<file path="config.mk">
export PLATFORM = sky130hd
export DESIGN_NAME = ex_mem_branch_reg_flat
export DESIGN_NICKNAME = d
export VERILOG_FILES = /design/src/rtl/ex_mem_branch_reg_if.sv /design/src/rtl/ex_mem_branch_reg.sv /design/src/flat_wrapper.sv
export SDC_FILE = /design/constraint.sdc
export NUM_CORES = 1
export LEC_CHECK = 0
export ABC_AREA = 1
export BUFFER_PORTS_ARGS = -buffer_cell sky130_fd_sc_hd__buf_4
export CORE_ASPECT_RATIO = 0.6
export CORE_MARGIN = 2
export CORE_UTILIZATION = 32
export CTS_CLUSTER_DIAMETER = 150
export DETAILED_ROUTE_END_ITERATION = 10
export PLACE_DENSITY_LB_ADDON = 0.12
export SETUP_SLACK_MARGIN = 0.02
export SLEW_MARGIN = 15
export SYNTH_ARGS = -nofsm -noshare
export SYNTH_HDL_FRONTEND = slang
export SYNTH_SLANG_ARGS = --single-unit
</file>
<file path="constraint.sdc">
create_clock -name clk -period 2.3 [get_ports clk]
set_input_delay 0.115 -clock clk [delete_from_list [all_inputs] [get_ports clk]]
set_output_delay 0.115 -clock clk [all_outputs]
set_load 0.005 [all_outputs]
</file>
<file path="src/rtl/ex_mem_branch_reg_if.sv">
// EX/MEM boundary bundle: EX-stage instruction fields in, MEM-stage fields and PC redirect out.
// Latency: none (wires only).
// Backpressure: stall/flush travel with the bundle; the register side honours them.
interface ex_mem_branch_reg_if;
    // Pipeline control from the MEM stage / hazard unit
    logic        stall;
    logic        flush;
    // EX-stage instruction
    logic        in_valid;
    logic [31:0] alu_result;
    logic        eq_flag;
    logic        lt_flag;
    logic        ltu_flag;
    logic        branch;
    logic        jump;
    logic [2:0]  funct3;
    logic [31:0] target;
    logic [31:0] pc_plus4;
    logic [31:0] store_data;
    logic [4:0]  rd_addr;
    logic        reg_write_en;
    logic        mem_read;
    logic        mem_write;
    logic [1:0]  wb_sel;
    // MEM-stage view and redirect
    logic        out_valid;
    logic [31:0] out_alu_result;
    logic [31:0] out_store_data;
    logic [31:0] out_pc_plus4;
    logic [4:0]  out_rd_addr;
    logic        out_reg_write_en;
    logic        out_mem_read;
    logic        out_mem_write;
    logic [1:0]  out_wb_sel;
    logic        branch_taken;
    logic [31:0] branch_target;

    modport master (
        output stall, flush, in_valid, alu_result, eq_flag, lt_flag, ltu_flag,
               branch, jump, funct3, target, pc_plus4, store_data, rd_addr,
               reg_write_en, mem_read, mem_write, wb_sel,
        input  out_valid, out_alu_result, out_store_data, out_pc_plus4, out_rd_addr,
               out_reg_write_en, out_mem_read, out_mem_write, out_wb_sel,
               branch_taken, branch_target
    );

    modport slave (
        input  stall, flush, in_valid, alu_result, eq_flag, lt_flag, ltu_flag,
               branch, jump, funct3, target, pc_plus4, store_data, rd_addr,
               reg_write_en, mem_read, mem_write, wb_sel,
        output out_valid, out_alu_result, out_store_data, out_pc_plus4, out_rd_addr,
               out_reg_write_en, out_mem_read, out_mem_write, out_wb_sel,
               branch_taken, branch_target
    );
endinterface

</file>
<file path="src/rtl/ex_mem_branch_reg.sv">
// EX/MEM pipeline register with branch resolution, one-cycle redirect and wrong-path squash.
// Latency: 1 cycle from EX inputs to MEM outputs and to the redirect pulse.
// Backpressure: stall holds every register and the FSM; the redirect pulse is cleared, never replayed.
module ex_mem_branch_reg #(
    parameter int unsigned SQUASH_CYCLES = 2
) (
    input logic               clk,
    input logic               rst_n,
    ex_mem_branch_reg_if.slave bus
);

    typedef enum logic {
        RUN    = 1'b0,
        SQUASH = 1'b1
    } state_t;

    state_t      state_q;
    state_t      state_d;
    logic [2:0]  sq_cnt_q;
    logic [2:0]  sq_cnt_d;

    logic        cond;
    logic        v;
    logic        taken;

    // Decode branch condition and form the effective valid / redirect decision
    always_comb begin
        cond = 1'b0;
        case (bus.funct3)
            3'b000:  cond =  bus.eq_flag;
            3'b001:  cond = ~bus.eq_flag;
            3'b100:  cond =  bus.lt_flag;
            3'b101:  cond = ~bus.lt_flag;
            3'b110:  cond =  bus.ltu_flag;
            3'b111:  cond = ~bus.ltu_flag;
            default: cond = 1'b0;
        endcase
        // Wrong-path instructions arriving during SQUASH are never valid and never redirect
        v     = bus.in_valid & ~bus.flush & (state_q == RUN);
        taken = v & (bus.jump | (bus.branch & cond));
    end

    // Next state: enter SQUASH on a captured redirect, count down bubbles, return at 1->0
    always_comb begin
        state_d  = state_q;
        sq_cnt_d = sq_cnt_q;
        if (!bus.stall) begin
            case (state_q)
                RUN: begin
                    if (taken) begin
                        state_d  = SQUASH;
                        sq_cnt_d = 3'(SQUASH_CYCLES);
                    end
                end
                SQUASH: begin
                    // Flush does not pause the countdown: every unstalled edge is one killed slot
                    if (sq_cnt_q <= 3'd1) begin
                        state_d  = RUN;
                        sq_cnt_d = 3'd0;
                    end else begin
                        sq_cnt_d = sq_cnt_q - 3'd1;
                    end
                end
                default: begin
                    state_d  = RUN;
                    sq_cnt_d = 3'd0;
                end
            endcase
        end
    end

    // FSM state and squash counter
    always_ff @(posedge clk or negedge rst_n) begin
        if (!rst_n) begin
            state_q  <= RUN;
            sq_cnt_q <= 3'd0;
        end else begin
            state_q  <= state_d;
            sq_cnt_q <= sq_cnt_d;
        end
    end

    // Pipeline payload: enables gated by effective valid, data captured raw
    always_ff @(posedge clk or negedge rst_n) begin
        if (!rst_n) begin
            bus.out_valid        <= 1'b0;
            bus.out_alu_result   <= 32'd0;
            bus.out_store_data   <= 32'd0;
            bus.out_pc_plus4     <= 32'd0;
            bus.out_rd_addr      <= 5'd0;
            bus.out_reg_write_en <= 1'b0;
            bus.out_mem_read     <= 1'b0;
            bus.out_mem_write    <= 1'b0;
            bus.out_wb_sel       <= 2'd0;
        end else if (!bus.stall) begin
            bus.out_valid        <= v;
            bus.out_alu_result   <= bus.alu_result;
            bus.out_store_data   <= bus.store_data;
            bus.out_pc_plus4     <= bus.pc_plus4;
            bus.out_rd_addr      <= bus.rd_addr;
            bus.out_reg_write_en <= bus.reg_write_en & v;
            bus.out_mem_read     <= bus.mem_read & v;
            bus.out_mem_write    <= bus.mem_write & v;
            bus.out_wb_sel       <= bus.wb_sel;
        end
    end

    // Redirect pulse: cleared on a stalled edge so a held branch never fetches twice
    always_ff @(posedge clk or negedge rst_n) begin
        if (!rst_n) begin
            bus.branch_taken  <= 1'b0;
            bus.branch_target <= 32'd0;
        end else if (bus.stall) begin
            bus.branch_taken  <= 1'b0;
        end else begin
            bus.branch_taken  <= taken;
            bus.branch_target <= bus.target;
        end
    end

endmodule

</file>
<file path="src/flat_wrapper.sv">
// flat-port wrapper written by rule: the top's interface ports become plain ports
module ex_mem_branch_reg_flat 
#(
    parameter int unsigned SQUASH_CYCLES = 2
)
  (clk, rst_n, bus_stall, bus_flush, bus_in_valid, bus_alu_result, bus_eq_flag, bus_lt_flag, bus_ltu_flag, bus_branch, bus_jump, bus_funct3, bus_target, bus_pc_plus4, bus_store_data, bus_rd_addr, bus_reg_write_en, bus_mem_read, bus_mem_write, bus_wb_sel, bus_out_valid, bus_out_alu_result, bus_out_store_data, bus_out_pc_plus4, bus_out_rd_addr, bus_out_reg_write_en, bus_out_mem_read, bus_out_mem_write, bus_out_wb_sel, bus_branch_taken, bus_branch_target);
  ex_mem_branch_reg_if bus_i ();
  input logic clk;
  input logic rst_n;
  input wire logic [$bits(bus_i.stall)-1:0] bus_stall;
  input wire logic [$bits(bus_i.flush)-1:0] bus_flush;
  input wire logic [$bits(bus_i.in_valid)-1:0] bus_in_valid;
  input wire logic [$bits(bus_i.alu_result)-1:0] bus_alu_result;
  input wire logic [$bits(bus_i.eq_flag)-1:0] bus_eq_flag;
  input wire logic [$bits(bus_i.lt_flag)-1:0] bus_lt_flag;
  input wire logic [$bits(bus_i.ltu_flag)-1:0] bus_ltu_flag;
  input wire logic [$bits(bus_i.branch)-1:0] bus_branch;
  input wire logic [$bits(bus_i.jump)-1:0] bus_jump;
  input wire logic [$bits(bus_i.funct3)-1:0] bus_funct3;
  input wire logic [$bits(bus_i.target)-1:0] bus_target;
  input wire logic [$bits(bus_i.pc_plus4)-1:0] bus_pc_plus4;
  input wire logic [$bits(bus_i.store_data)-1:0] bus_store_data;
  input wire logic [$bits(bus_i.rd_addr)-1:0] bus_rd_addr;
  input wire logic [$bits(bus_i.reg_write_en)-1:0] bus_reg_write_en;
  input wire logic [$bits(bus_i.mem_read)-1:0] bus_mem_read;
  input wire logic [$bits(bus_i.mem_write)-1:0] bus_mem_write;
  input wire logic [$bits(bus_i.wb_sel)-1:0] bus_wb_sel;
  output wire logic [$bits(bus_i.out_valid)-1:0] bus_out_valid;
  output wire logic [$bits(bus_i.out_alu_result)-1:0] bus_out_alu_result;
  output wire logic [$bits(bus_i.out_store_data)-1:0] bus_out_store_data;
  output wire logic [$bits(bus_i.out_pc_plus4)-1:0] bus_out_pc_plus4;
  output wire logic [$bits(bus_i.out_rd_addr)-1:0] bus_out_rd_addr;
  output wire logic [$bits(bus_i.out_reg_write_en)-1:0] bus_out_reg_write_en;
  output wire logic [$bits(bus_i.out_mem_read)-1:0] bus_out_mem_read;
  output wire logic [$bits(bus_i.out_mem_write)-1:0] bus_out_mem_write;
  output wire logic [$bits(bus_i.out_wb_sel)-1:0] bus_out_wb_sel;
  output wire logic [$bits(bus_i.branch_taken)-1:0] bus_branch_taken;
  output wire logic [$bits(bus_i.branch_target)-1:0] bus_branch_target;
  assign bus_i.stall = bus_stall;
  assign bus_i.flush = bus_flush;
  assign bus_i.in_valid = bus_in_valid;
  assign bus_i.alu_result = bus_alu_result;
  assign bus_i.eq_flag = bus_eq_flag;
  assign bus_i.lt_flag = bus_lt_flag;
  assign bus_i.ltu_flag = bus_ltu_flag;
  assign bus_i.branch = bus_branch;
  assign bus_i.jump = bus_jump;
  assign bus_i.funct3 = bus_funct3;
  assign bus_i.target = bus_target;
  assign bus_i.pc_plus4 = bus_pc_plus4;
  assign bus_i.store_data = bus_store_data;
  assign bus_i.rd_addr = bus_rd_addr;
  assign bus_i.reg_write_en = bus_reg_write_en;
  assign bus_i.mem_read = bus_mem_read;
  assign bus_i.mem_write = bus_mem_write;
  assign bus_i.wb_sel = bus_wb_sel;
  assign bus_out_valid = bus_i.out_valid;
  assign bus_out_alu_result = bus_i.out_alu_result;
  assign bus_out_store_data = bus_i.out_store_data;
  assign bus_out_pc_plus4 = bus_i.out_pc_plus4;
  assign bus_out_rd_addr = bus_i.out_rd_addr;
  assign bus_out_reg_write_en = bus_i.out_reg_write_en;
  assign bus_out_mem_read = bus_i.out_mem_read;
  assign bus_out_mem_write = bus_i.out_mem_write;
  assign bus_out_wb_sel = bus_i.out_wb_sel;
  assign bus_branch_taken = bus_i.branch_taken;
  assign bus_branch_target = bus_i.branch_target;
  ex_mem_branch_reg #(.SQUASH_CYCLES(SQUASH_CYCLES)) u_core (.clk(clk), .rst_n(rst_n), .bus(bus_i));
endmodule
</file>
==> flow_summary.toml <==
[outcome]
outcome = "completed"

[detailed_routing]
vias_per_cell = 4.15
drt_wl_total_mm = 17.4
routedWlPerCell_um = 13.3
ant_nets = 0
drtIter0Drc = 277
vias = 5439
drcViolationCount = 0
first_pass_iters = 4

[synth]
netlist_area_um2 = 5570
synth.net_count = 796
synth_top_area_share_pct = 64.7
ys_types = 18
synth_common_cells = "nand2_1 (430), dfrtp_1 (144), buf_2 (24)"
synth_top_cell_by_area = "dfrtp_1"
postSynth.asyncResetShare_pct = 100
netlist_instances = 643
synth-edff-count = 0
synth_most_common_cell = "nand2_1"
synth-seq-cells = 144
yosysSeqAreaShare_pct = 64.7
yosysWarnings = 0
syn_avg_cell_area_um2 = 8.66
yosys_most_used_dff = "dfrtp_1"
synth_area_leaders = "dfrtp_1 (65%), nand2_1 (29%), buf_2 (2.2%)"

[floorplan]
std_cell_rows = 37
die_w_um = 174
initial_core_util_pct = 32.6
die_h_um = 106
ios = 291
core-area_um2 = 17100
die-area_um2 = 18500

[flow_run]
maxCapViolCount = 0

[power_and_ir_drop]
peakVddDrop_mv = 0.448
clkPwrFrac_pct = 40.5
comb_power_share_pct = 18.3
p_leak_nw = 5.47
power_switching_mw = 1.80
swShare_pct = 25.2
p_per_area_nw_per_um2 = 716
power_frac_seq_pct = 41.2
p_int_mw = 5.35

[hold_path]
hold_class = "in -> async"

[critical_path]
worstSetupPathType = "reg -> reg"
worstPathRequired_ns = 2.63
cp.arrival_ns = 1.51
path_max_fanout = 4
start_kind = "flip-flop"
cp-end-kind = "flip-flop"

[placed_design]
dp.final_hpwl_mm = 11.0
port-buffer-count = 290
place_congestion = 0.773
place_inst = 1143

[global_route]
grt_usage_pct = 19.1
grt_pass1_wl_mm = 28.4
grt_max_degree = 90
grt_pass1_vias = 5661
antenna_found_initial = 0
grt_overflow_total = 0

[sta]
drv_slew = 0
period_share_pct = 51.5
rsz0062_at_grt = "false"
slew_headroom_pct = 70.9
fin_crit_ns = 1.18
finalSetupViolCount = 0
clock_skew_ns = 0.00596
finalHoldWorstSlack_ns = 0.0584
worst_pin_slew_ns = 0.436
tns_ns = 0
hold_viol_final = 0
max_freq_mhz = 844

[cts]
clockBufferDepth = 2
clk_pin_slew_ns = 0.07
cts-root-buf = "clkbuf_16"
cts_buffers = 17
cts_htree_levels = 4
insertion_delay_ns = 0.39
cts_tree = "done"
cts.sinks = 144

[finish]
drive_above_1_share_pct = 30.6
num_antenna_cells = 0
finalNetCount = 1220
area_delta_synth_final_pct = 79.6
regArea_um2 = 3600
final_util_pct = 58.5
stdcell_count = 1312
multi_input_area_um2 = 1770
nFillCells = 1453
power by group through the flow:
stage          combinational [mW]  sequential (mW)  clock (mW)
2_1_floorplan               0.390             2.99           0
3_3_place_gp                 1.13             2.98           0
3_5_place_dp                 1.13             2.98           0
4_1_cts                      1.32             2.94        3.00
5_1_grt                      1.47             2.98        3.11
6_report                     1.31             2.95        2.90
kinds of logic (layout without fill, tap and decap cells):
group | count (synthesis) | in the layout | share of synthesized area, %
flip-flops | 144 | 144 | 64.7
AO/OA/AOI/OAI | 4 | 4 | 0.359
XOR/XNOR | 1 | 1 | 0.157
AND/OR/NAND/NOR | 450 | 450 | 30.9
adder cells (fa/ha/maj) | 2 | 2 | 0.449
buffers and inverters | 42 | 477 | 3.44
registers in the layout, indices dropped and copies added, names as in the netlist:
register / flops
u_core.bus.branch_taken: 1
u_core.bus.branch_target: 32
u_core.bus.out_alu_result: 32
u_core.bus.out_mem_read: 1
u_core.bus.out_mem_write: 1
u_core.bus.out_pc_plus4: 32
u_core.bus.out_rd_addr: 5
u_core.bus.out_reg_write_en: 1
u_core.bus.out_store_data: 32
u_core.bus.out_valid: 1
u_core.bus.out_wb_sel: 2
u_core.sq_cnt_q: 3
u_core.state_q: 1
final timing paths:
check / cells after the start / to / start / slack [ns]
worst max-delay path: 8 / u_core.sq_cnt_q[2] / u_core.sq_cnt_q[0] / 1.12
worst min-delay path: 2 / u_core.bus.branch_target[1] / rst_n / 0.06
worst max register to register: 8 / u_core.sq_cnt_q[2] / u_core.sq_cnt_q[0] / 1.12
worst min register to register: 2 / u_core.bus.branch_target[17] / u_core.bus.branch_target[17] / 0.48
max in group asynchronous: 3 / u_core.bus.out_store_data[2] / rst_n / 1.63
min in group clk: 3 / u_core.bus.out_pc_plus4[25] / bus_stall / 0.06
worst max-delay path: stages (launching register included):
cell	delay (ns)
dfrtp_1	0.40
ha_1	0.21
a21oi_1	0.13
nor2_1	0.06
inv_1	0.06
nand2_1	0.06
nor2_1	0.09
nand2_1	0.05
nand2_1	0.05
what timing repair did:
action                                  4_1_cts  5_1_grt
buffers inserted                              0        0
endpoints found under the hold margin       282        0
hold buffers                                139        0
endpoints found under the setup margin        0        0
resized for setup                             0        0
routing by layer:
metal  share of wire [%]  global-route usage [%]  vias to the layer above
met5                   0                       0                        -
met4                 1.1                    5.16                        0
met3                 6.3                    5.08                       17
met2                  44                    29.5                      181
met1                  48                    26.6                     2462
li1                    -                       -                     2779
cell type report:
cell class | instances | area share [%]
Clock inverter | 12 | 1.83
Inverter | 11 | 0.438
Clock buffer | 18 | 4.29
Tap cell | 234 | 2.93
Timing Repair Buffer | 436 | 36.8
Multi-Input combinational cell | 457 | 17.7
Sequential cell | 144 | 36.0
cells in the final DEF, fill, tap and decap left out:
| cell type | instances |
|---|---|
| clkbuf_16 | 17 |
| buf_6 | 1 |
| inv_1 | 10 |
| bufinv_16 | 4 |
| inv_4 | 1 |
| nand2_4 | 1 |
| clkinvlp_4 | 3 |
| xnor2_1 | 1 |
| or2_0 | 1 |
| ha_1 | 2 |
| clkinv_2 | 1 |
| dfrtp_1 | 144 |
| o21ai_1 | 1 |
| buf_12 | 4 |
| clkbuf_1 | 1 |
| clkinv_4 | 1 |
| dlygate4sd3_1 | 139 |
| nor2_1 | 6 |
| o21ai_0 | 2 |
| buf_4 | 292 |
| nand4_1 | 1 |
| a21oi_1 | 1 |
| nand2_2 | 2 |
| inv_6 | 3 |
| nand3_1 | 9 |
| nand2_1 | 430 |
stage by stage:
step | total power, mW | instance area (um2) | worst slack (ns)
2_1_floorplan | 3.38 | 5570 | 1.23
3_3_place_gp | 4.11 | 8000 | 1.14
3_5_place_dp | 4.11 | 8000 | 1.12
4_1_cts | 7.26 | 10000 | 1.12
5_1_grt | 7.55 | 10000 | 0.930
6_report | 7.16 | 10000 | 1.12
Note: power is estimated with default switching activity, not from simulation.
